[config.mk]
export PLATFORM = sky130hd
export DESIGN_NAME = pl_hazard_ctrl
export DESIGN_NICKNAME = d
export VERILOG_FILES = /design/src/rtl/pl_hazard_ctrl_pkg.sv /design/src/rtl/pl_hazard_ctrl_fwd_sel.sv /design/src/rtl/pl_hazard_ctrl.sv
export SDC_FILE = /design/constraint.sdc
export NUM_CORES = 1
export LEC_CHECK = 0
export CAP_MARGIN = 20
export CELL_PAD_IN_SITES_DETAIL_PLACEMENT = 1
export CELL_PAD_IN_SITES_GLOBAL_PLACEMENT = 1
export CORE_ASPECT_RATIO = 2
export CORE_UTILIZATION = 43
export CTS_CLUSTER_SIZE = 10
export DETAILED_ROUTE_END_ITERATION = 8
export DONT_BUFFER_PORTS = 1
export PLACE_DENSITY_LB_ADDON = 0.05
export SYNTH_ARGS = -nofsm -noshare
export SYNTH_HDL_FRONTEND = slang
export SYNTH_HIERARCHICAL = 1
export SYNTH_SLANG_ARGS = --single-unit
[constraint.sdc]
create_clock -name clk -period 2.7 [get_ports clk]
set_clock_uncertainty 0.2 [all_clocks]
set_input_delay 0.54 -clock clk [delete_from_list [all_inputs] [get_ports clk]]
set_output_delay 0.54 -clock clk [all_outputs]
set_load 0.005 [all_outputs]
[src/rtl/pl_hazard_ctrl_pkg.sv]
// Shared encodings for the pipeline hazard/forwarding controller.
package pl_pkg;
  localparam int REG_AW_DEF = 5;

  localparam logic [1:0] FWD_RF   = 2'b00;
  localparam logic [1:0] FWD_EALU = 2'b01;
  localparam logic [1:0] FWD_MALU = 2'b10;
  localparam logic [1:0] FWD_MMO  = 2'b11;

  typedef enum logic [1:0] {
    MD_IDLE = 2'd0,
    MD_BUSY = 2'd1,
    MD_WB   = 2'd2
  } md_state_e;
endpackage

[src/rtl/pl_hazard_ctrl_fwd_sel.sv]
// Per-operand forward selector: youngest producer wins, x0 never forwards.
module pl_fwd_sel
  import pl_pkg::*;
#(
  parameter int REG_AW   = REG_AW_DEF,
  parameter int LD_EXTRA = 0
) (
  input  logic [REG_AW-1:0] rs,
  input  logic              rs_used,
  input  logic [REG_AW-1:0] e_rd,
  input  logic              e_wreg,
  input  logic              e_m2reg,
  input  logic [REG_AW-1:0] m_rd,
  input  logic              m_wreg,
  input  logic              m_m2reg,
  output logic [1:0]        fwd
);
  always_comb begin
    fwd = FWD_RF;
    if (rs_used && rs != '0) begin
      if (e_wreg && !e_m2reg && e_rd == rs) fwd = FWD_EALU;
      else if (m_wreg && m_rd == rs) begin
        // With the extra load stage, load data is only taken from the regfile.
        if (!m_m2reg)           fwd = FWD_MALU;
        else if (LD_EXTRA == 0) fwd = FWD_MMO;
      end
    end
  end
endmodule

[src/rtl/pl_hazard_ctrl.sv]
// Hazard/forwarding controller: load-use and MD stalls, branch flush,
// one outstanding multi-cycle mul/div, saturating stall counter.
module pl_hazard_ctrl
  import pl_pkg::*;
#(
  parameter int REG_AW   = REG_AW_DEF,
  parameter int MD_LAT   = 8,
  parameter int LD_EXTRA = 0,
  parameter int SCNT_W   = 16
) (
  input  logic              clk,
  input  logic              clrn,
  input  logic [REG_AW-1:0] d_rs1,
  input  logic [REG_AW-1:0] d_rs2,
  input  logic              d_use1,
  input  logic              d_use2,
  input  logic [REG_AW-1:0] d_rd,
  input  logic              d_wreg,
  input  logic              d_md,
  input  logic [REG_AW-1:0] e_rd,
  input  logic [REG_AW-1:0] m_rd,
  input  logic              e_wreg,
  input  logic              e_m2reg,
  input  logic              m_wreg,
  input  logic              m_m2reg,
  input  logic              br_taken,
  output logic [1:0]        fwda,
  output logic [1:0]        fwdb,
  output logic              wpcir,
  output logic              d_bubble,
  output logic              f_flush,
  output logic              md_start,
  output logic              md_busy,
  output logic [REG_AW-1:0] md_rd,
  output logic              md_wb,
  output logic [SCNT_W-1:0] stall_cnt
);
  localparam int CNT_W = 6;

  logic [1:0][REG_AW-1:0] rs;
  logic [1:0]             used;
  logic [1:0][1:0]        fwd;

  md_state_e         state_q, state_d;
  logic [CNT_W-1:0]  cnt_q, cnt_d;
  logic [REG_AW-1:0] md_rd_q, md_rd_d;
  logic [SCNT_W-1:0] scnt_q, scnt_d;
  logic              md_busy_q, md_busy_d;
  logic              md_wb_q, md_wb_d;

  logic md_act, ld_haz, md_raw, md_waw, md_struct, stall;

  assign rs   = {d_rs2, d_rs1};
  assign used = {d_use2, d_use1};
  assign fwda = fwd[0];
  assign fwdb = fwd[1];

  for (genvar i = 0; i < 2; i++) begin : g_fwd
    pl_fwd_sel #(.REG_AW(REG_AW), .LD_EXTRA(LD_EXTRA)) u_sel (
      .rs(rs[i]), .rs_used(used[i]),
      .e_rd(e_rd), .e_wreg(e_wreg), .e_m2reg(e_m2reg),
      .m_rd(m_rd), .m_wreg(m_wreg), .m_m2reg(m_m2reg),
      .fwd(fwd[i])
    );
  end

  function automatic logic hit(input logic u, input logic [REG_AW-1:0] r,
                               input logic [REG_AW-1:0] rd);
    return u && r != '0 && r == rd;
  endfunction

  // md_raw covers the WB cycle too: the regfile does not write through.
  always_comb begin
    md_act = state_q != MD_IDLE;
    ld_haz = 1'b0;
    md_raw = 1'b0;
    for (int i = 0; i < 2; i++) begin
      ld_haz = ld_haz | (e_wreg & e_m2reg & hit(used[i], rs[i], e_rd));
      if (LD_EXTRA != 0)
        ld_haz = ld_haz | (m_wreg & m_m2reg & hit(used[i], rs[i], m_rd));
      md_raw = md_raw | (md_act & hit(used[i], rs[i], md_rd_q));
    end
    md_waw    = md_act & d_wreg & (d_rd == md_rd_q) & (d_rd != '0);
    md_struct = d_md & md_act;
    stall     = ld_haz | md_raw | md_waw | md_struct;
  end

  assign wpcir    = br_taken | ~stall;
  assign d_bubble = br_taken | stall;
  assign f_flush  = br_taken;
  assign md_start = d_md & ~stall & ~br_taken;

  always_comb begin
    state_d = state_q;
    cnt_d   = cnt_q;
    md_rd_d = md_rd_q;
    scnt_d  = scnt_q;
    case (state_q)
      MD_IDLE: if (md_start) begin
        state_d = MD_BUSY;
        cnt_d   = CNT_W'(MD_LAT - 1);
        md_rd_d = d_rd;
      end
      MD_BUSY: begin
        cnt_d = cnt_q - CNT_W'(1);
        if (cnt_q == CNT_W'(1)) state_d = MD_WB;
      end
      MD_WB:   state_d = MD_IDLE;
      default: state_d = MD_IDLE;
    endcase
    if (stall && !br_taken && scnt_q != {SCNT_W{1'b1}})
      scnt_d = scnt_q + SCNT_W'(1);
    md_busy_d = state_d != MD_IDLE;
    md_wb_d   = state_d == MD_WB;
  end

  always_ff @(posedge clk or negedge clrn) begin
    if (!clrn) begin
      state_q   <= MD_IDLE;
      cnt_q     <= '0;
      md_rd_q   <= '0;
      scnt_q    <= '0;
      md_busy_q <= 1'b0;
      md_wb_q   <= 1'b0;
    end else begin
      state_q   <= state_d;
      cnt_q     <= cnt_d;
      md_rd_q   <= md_rd_d;
      scnt_q    <= scnt_d;
      md_busy_q <= md_busy_d;
      md_wb_q   <= md_wb_d;
    end
  end

  assign md_busy   = md_busy_q;
  assign md_wb     = md_wb_q;
  assign md_rd     = md_rd_q;
  assign stall_cnt = scnt_q;
endmodule

==> metrics.txt, run 1 <==
status=finished with violations; failing checks=setup timing; buffer depth of the longest clock path=2; normalized max-slew margin=51.0%; TritonRoute pass-1 iters=3; share of the yosys chip area belonging to registers=36.5%; Final #Nets=261; grt ovf=0; Switching Share=39.4%; CP Launch Type=input pin; hpwl dp=4740 um; RSZ-0062 raised after global routing=yes; number of I/O pins=67; Clock Tree Root=clkbuf_8; Initial Util=45.3%; post-layout min period=2780 ps; Die ar.=0.00524 mm^2; post-DR wirelength/cell=21.5 um; most area-consuming cells after synthesis=dfrtp_1 (37%), xnor2_1 (12%), xor2_1 (12%); gpl congestion=0.900; CP Max Fanout=6; GRT Total Usage=24.4%; Die Height=101 um; first-pass GRT wire length=9180 um; Core Footprint=0.00469 mm^2; ys flop type=dfrtp_1; Layout area overhead=14.4%; Reg power frac=44.4%; Final Core Density=51.9%; final worst slack=-77.8 ps; P per Cell Area=777 mW/mm^2; vias in the first global route=1926; synthesized area per cell=10.2 um^2; Worst Path Required=1960 ps; Worst setup EP type=output port; clock power share=18.1%; # rows=35; internal power=0.00114 W; final hold vios=0; Max Fclk=360 MHz; final setup vio count=1; Yosys warning count=6; fraction of layout cells with a size suffix above 1=24.2%; Mapped Area=0.00212 mm^2; Routed WL=5970 um; Tightest Hold Check Type=input pin to register; Crit Path Category=input pin to output port; initial antenna violation count=0; delay-heaviest family, CP=simple AND/OR/NAND/NOR gates; Vias/cell=6.00; critical path, cell by cell=or4_1 -> o21ai_2 -> nor4_2 -> o32ai_2 -> and2_4 -> or2b_1; Num CTS Buffers=5; Largest stage delay, worst path=540 ps; Routed Antenna Nets=0; htree depth=2; buffer and inverter count on the worst path=0; worst reg2reg path depth=9; syn_nets=247; port buffer count=0; fillers=542; Cells on Worst Hold Path=1; Pleak=0.937 nW; largest net degree at the start of global routing=32; Slew Viols, Final=0; DRC=0; crit share post-route=103%; Worst-path clk slew=60 ps; Max-Cap Viols=0; DR iter-0 viols=16; Netlist cell types=43; Layout Cell Area excl Fill=0.00243 mm^2; footprint of the multi-input gates=0.00139 mm^2; Post-synth EDFFs=0; Worst-Margin Slew=729 ps; Yosys reg bits=31; Worst VDD drop=0.000588 V; NetSw=0.000743 W; CTS tree=built; CTS Sinks=31; DP Area=0.00222 mm^2; Yosys top cell area share=36.5%; Async SR Flop Fraction=100%; via count=1669; Ant. Diodes=0; combinational share of power=37.5%; cell taking the most area after synthesis=dfrtp_1; register area=781 um^2; worst path arrival time=2040 ps; Levels on crit path=6; CP max-delay cell=or4_1; Die W=51.7 um; Mapped Cells=208; Worst-Skew Late Latency=280 ps
==> registers in the layout, indices dropped and copies added (netlist names) <==
register	cells
state_q	2
md_wb	1
cnt_q	6
stall_cnt	16
md_busy	1
md_rd	5
==> worst paths after layout <==
| path | from | end | slack [ps] |
|---|---|---|---|
| min in group asynchronous | clrn | stall_cnt[11]$_DFFE_PN0P_ | 500 |
| max | d_rs2[1] | d_bubble | -80 |
| min | d_rd[1] | md_rd[1]$_DFFE_PN0P_ | 210 |
| max reg2reg | md_rd[4]$_DFFE_PN0P_ | stall_cnt[14]$_DFFE_PN0P_ | 140 |
| max in group asynchronous | clrn | md_rd[0]$_DFFE_PN0P_ | 1610 |
| min reg2reg | cnt_q[2]$_DFFE_PN0P_ | cnt_q[2]$_DFFE_PN0P_ | 320 |
==> placed cells by master, fill, tap and decap left out, types with 3 or more instances in the layout <==
cell type | synthesis | routed
ha_1 | 3 | 3
and3_1 | 3 | 3
dfrtp_1 | 31 | 27
o21ai_2 | 3 | 4
dfrtp_2 | 0 | 4
buf_4 | 1 | 8
nor4_2 | 1 | 3
or4_1 | 3 | 3
clkbuf_8 | 0 | 5
xnor2_1 | 30 | 28
nor2_1 | 11 | 10
mux2_2 | 6 | 6
nand3_1 | 9 | 8
a21oi_1 | 3 | 3
xor2_1 | 30 | 29
nor3_1 | 3 | 3
o21ai_0 | 4 | 4
nand4_1 | 9 | 9
nor4_1 | 10 | 8
nand2_1 | 14 | 14
nand3_2 | 2 | 3
inv_1 | 4 | 3
==> worst reg2reg max path, cell delays in order, from the launching register on <==
cell,delay [ps]
dfrtp_2,460
xnor2_1,200
nand3_2,110
nor4_2,280
o32ai_2,130
and2_4,180
buf_4,120
buf_4,130
nor4_2,310
mux2_4,330
==> stage by stage <==
step	worst slack (ps)	total power [W]	hold WS (ps)	TNS, ps	cells
finish	-77.8	0.00189	211	-77.8	278
global route	-130	0.00203	203	-190	278
CTS	-57.1	0.00184	203	-101	277
detailed placement	-54.2	0.00145	45.3	-54.2	267
global placement	-5.96	0.00141	45.2	-5.96	267
floorplan	-62.5	0.00125	44.4	-62.5	208
==> routing by layer <==
metal / vias up / GRT usage (%) / share of wire (%)
li1: 767 / - / -
met5: - / 0 / 0
met2: 66 / 48.8 / 58
met4: 0 / 15.8 / 6.3
met1: 815 / 20.0 / 30
met3: 21 / 4.65 / 5.1
==> power groups by stage <==
stage / combinational [W] / clock (W) / sequential, W
finish: 0.000707 / 0.000342 / 0.000838
global route: 0.000783 / 0.000379 / 0.000865
CTS: 0.000654 / 0.000358 / 0.000824
detailed placement: 0.000632 / 0 / 0.000818
global placement: 0.000603 / 0 / 0.000809
floorplan: 0.000476 / 0 / 0.000769
==> synthesized netlist by cell type (all sizes together), types with 3 or more instances <==
library cell and count:
xnor2 30, inv 4, nand3 11, or4 4
nand4 9, nor2 11, ha 3, mux2 7
nor4 13, xor2 30, o21ai 8, a21oi 3
nand2 15, and3 3, dfrtp 31, nor3 3
==> final cells by class <==
cell class                      instances  share of cell area (%)
Multi-Input combinational cell        170                    57.4
Clock inverter                          1                   0.206
Tap cell                               55                    2.83
Sequential cell                        31                    32.1
Clock buffer                            7                    3.14
Inverter                                4                   0.618
Timing Repair Buffer                   10                    3.71
==> logic make-up (layout without fill, tap and decap cells) <==
group | count (synthesis) | in the layout | synth area share (%)
AOI/OAI and AO/OA | 18 | 18 | 6.89
xor gates and xnor gates | 60 | 60 | 24.7
adders and majority gates | 3 | 3 | 1.77
buffers and inverters | 7 | 22 | 1.77
DFF | 31 | 31 | 36.5
muxes | 8 | 8 | 4.36
and+or+nand+nor | 81 | 81 | 24.0
==> what timing repair did <==
action	4_1_cts	5_1_grt
setup buffers	0	1
pin swaps	1	4
endpoints found under the setup margin	3	2
hold buffers	2	0
endpoints found under the hold margin	31	0
gates resized for setup	5	12
gates cloned	0	0
Note: power is estimated with default switching activity, not from simulation.
==> inputs of run 2 (changes only) <==
- CAP_MARGIN: 20 -> unset
- CORE_UTILIZATION: 43 -> 48
- clock period: 2.7 -> 2.95 ns (I/O delays scaled with it)
==> metrics.txt, run 2 (synthesis results as in run 1) <==
Worst VDD drop=0.000679 V (+15%); critical path, cell by cell=or4_1 -> o21ai_1 -> nor4_1 -> o32ai_2 -> and2_4 -> or2b_1; Worst setup EP type=output port; final setup TNS=0 ps (+77.8 ps); DRC=0 (unchanged); Die Height=96.1 um (-5.2%); buffer and inverter count on the worst path=0 (unchanged); Worst-Skew Late Latency=280 ps (about the same); Core Footprint=0.00417 mm^2 (-11%); delay-heaviest family, CP=simple AND/OR/NAND/NOR gates; Routed WL=5960 um (-0.10%); Clock Tree Root=clkbuf_8; fillers=478 (-12%); Tightest Hold Check Type=input pin to register; Final #Nets=256 (-1.9%); gpl congestion=0.857 (-4.8%); total power draw=0.00176 W (-7.0%); Worst Path Required=2160 ps (+200 ps); P per Cell Area=745 mW/mm^2 (-4.2%); placed insts=260 (-2.6%); hold_sp=d_rd[1]; worst path arrival time=2140 ps (+100 ps); clock power share=24.8% (+6.7 points); Switching Share=37.7% (-1.7 points); commonest non-fill, non-tap cells in the layout=dfrtp_1 (31), xor2_1 (30), xnor2_1 (30); grt ovf=0 (unchanged); port buffer count=0 (unchanged); CTS tree=built; hpwl dp=4610 um (-2.7%); combinational share of power=31.9% (-5.6 points); RR Startpoint=md_rd[2]$_DFFE_PN0P_; RSZ-0062 raised after global routing=yes; CP startpoint=d_rs2[1]; final setup vio count=0 (-1); initial antenna violation count=0 (unchanged); # rows=33 (-5.7%); CTS Sinks=31 (unchanged); Reg power frac=43.3% (-1.1 points); Crit Path Category=input pin to output port; internal power=0.00109 W (-4.4%); vias in the first global route=1820 (-5.5%); Num CTS Buffers=5 (unchanged); Die ar.=0.00471 mm^2 (-10%); Final Non-Filler Cells=270 (-2.9%); Vias/cell=6.23 (+3.8%); TritonRoute pass-1 iters=4 (+1); number of I/O pins=67 (unchanged); htree depth=2 (unchanged); Die W=49.0 um (-5.1%); Final Core Density=56.5% (+4.7 points); CP Max Fanout=6 (unchanged); CP Launch Type=input pin; Worst-Margin Slew=845 ps (+116 ps); Max-Cap Viols=0 (unchanged); most common cell after layout, fill and taps aside=dfrtp_1; DP Area=0.00219 mm^2 (-1.5%); Layout area overhead=11.0%; Ant. Diodes=0 (unchanged); Max Fclk=341 MHz; Routed Antenna Nets=0 (unchanged); buffer depth of the longest clock path=2 (unchanged); largest net degree at the start of global routing=32 (unchanged); post-layout min period=2930 ps; post-DR wirelength/cell=22.1 um (+2.9%); normalized max-slew margin=43.1% (-7.8 points); DR iter-0 viols=20 (+4); Layout Cell Area excl Fill=0.00236 mm^2 (-3.0%); status=finished, final reports clean; Largest stage delay, worst path=500 ps (-40 ps); register area=776 um^2 (-0.64%); max reg flops=16 (unchanged); Pleak=0.920 nW (-1.8%); post-CTS setup repair buffer count=0 (unchanged); final hold vios=0 (unchanged); CP max-delay cell=or4_1; via count=1682 (+0.78%); Slew Viols, Final=0 (unchanged); GRT Total Usage=27.2% (+2.7 points); footprint of the multi-input gates=0.00133 mm^2 (-4.5%); first-pass GRT wire length=9170 um (about the same); NetSw=0.000661 W (-11%); Initial Util=50.9% (+5.6 points); fraction of layout cells with a size suffix above 1=17.4% (-6.8 points); Worst-path clk slew=60 ps (about the same); crit share post-route=99.3%
[run 2: changes by cell type in the layout (fill, tap and decap cells not counted), sizes merged]
cell	delta
buf	-5
bufinv	+1
clkbuf	-1
[run 2: layout make-up]
type / count / share of cell area (%)
multi-input combinational: 170 / 56.5
timing repair buffer: 5 / 2.23
sequential: 31 / 32.9
tap: 52 / 2.76
clock buffer: 6 / 3.50
clock inverter: 2 / 1.49
inverter: 4 / 0.637
[run 2: through the flow]
stage | setup slack [ps] | hold WS (ps)
after floorplan | 87.5 | 94.4
after global placement | 80.0 | 95.1
after detailed placement | 24.0 | 95.2
after CTS | 24.0 | 249
after global routing | -21.8 | 240
final | 19.9 | 254
[run 2: what timing repair did]
action | CTS | global route
hold buffers | 2 | 0
gates resized for setup | 0 | 2
setup endpoints to repair | 0 | 3
endpoints found under the hold margin | 31 | 0
[run 2: power groups by stage]
stage / Combinational [W] / Sequential [W] / Clock, W
floorplan: 0.000436 / 0.000704 / 0
global placement: 0.000508 / 0.000749 / 0
detailed placement: 0.000525 / 0.000759 / 0
CTS: 0.000547 / 0.000754 / 0.000443
global route: 0.000619 / 0.000781 / 0.000458
finish: 0.000559 / 0.000760 / 0.000436
[run 2: layer usage]
metal,vias to the layer above,part of all wire (%),global-route usage [%]
met5,-,0,0
met4,0,7.2,21.6
met3,28,5.5,7.11
met2,74,55,50.9
met1,825,32,23.8
li1,755,-,-
[run 2: final timing paths]
check,slack [ps],cells past startpoint,to
hold reg to reg,320,1,cnt_q[2]$_DFFE_PN0P_
min in group asynchronous,530,2,stall_cnt[1]$_DFFE_PN0P_
setup / recovery,20,6,d_bubble
max in group asynchronous,1840,2,md_rd[4]$_DFFE_PN0P_
hold / removal,250,1,md_rd[1]$_DFFE_PN0P_
setup reg to reg,410,7,stall_cnt[1]$_DFFE_PN0P_
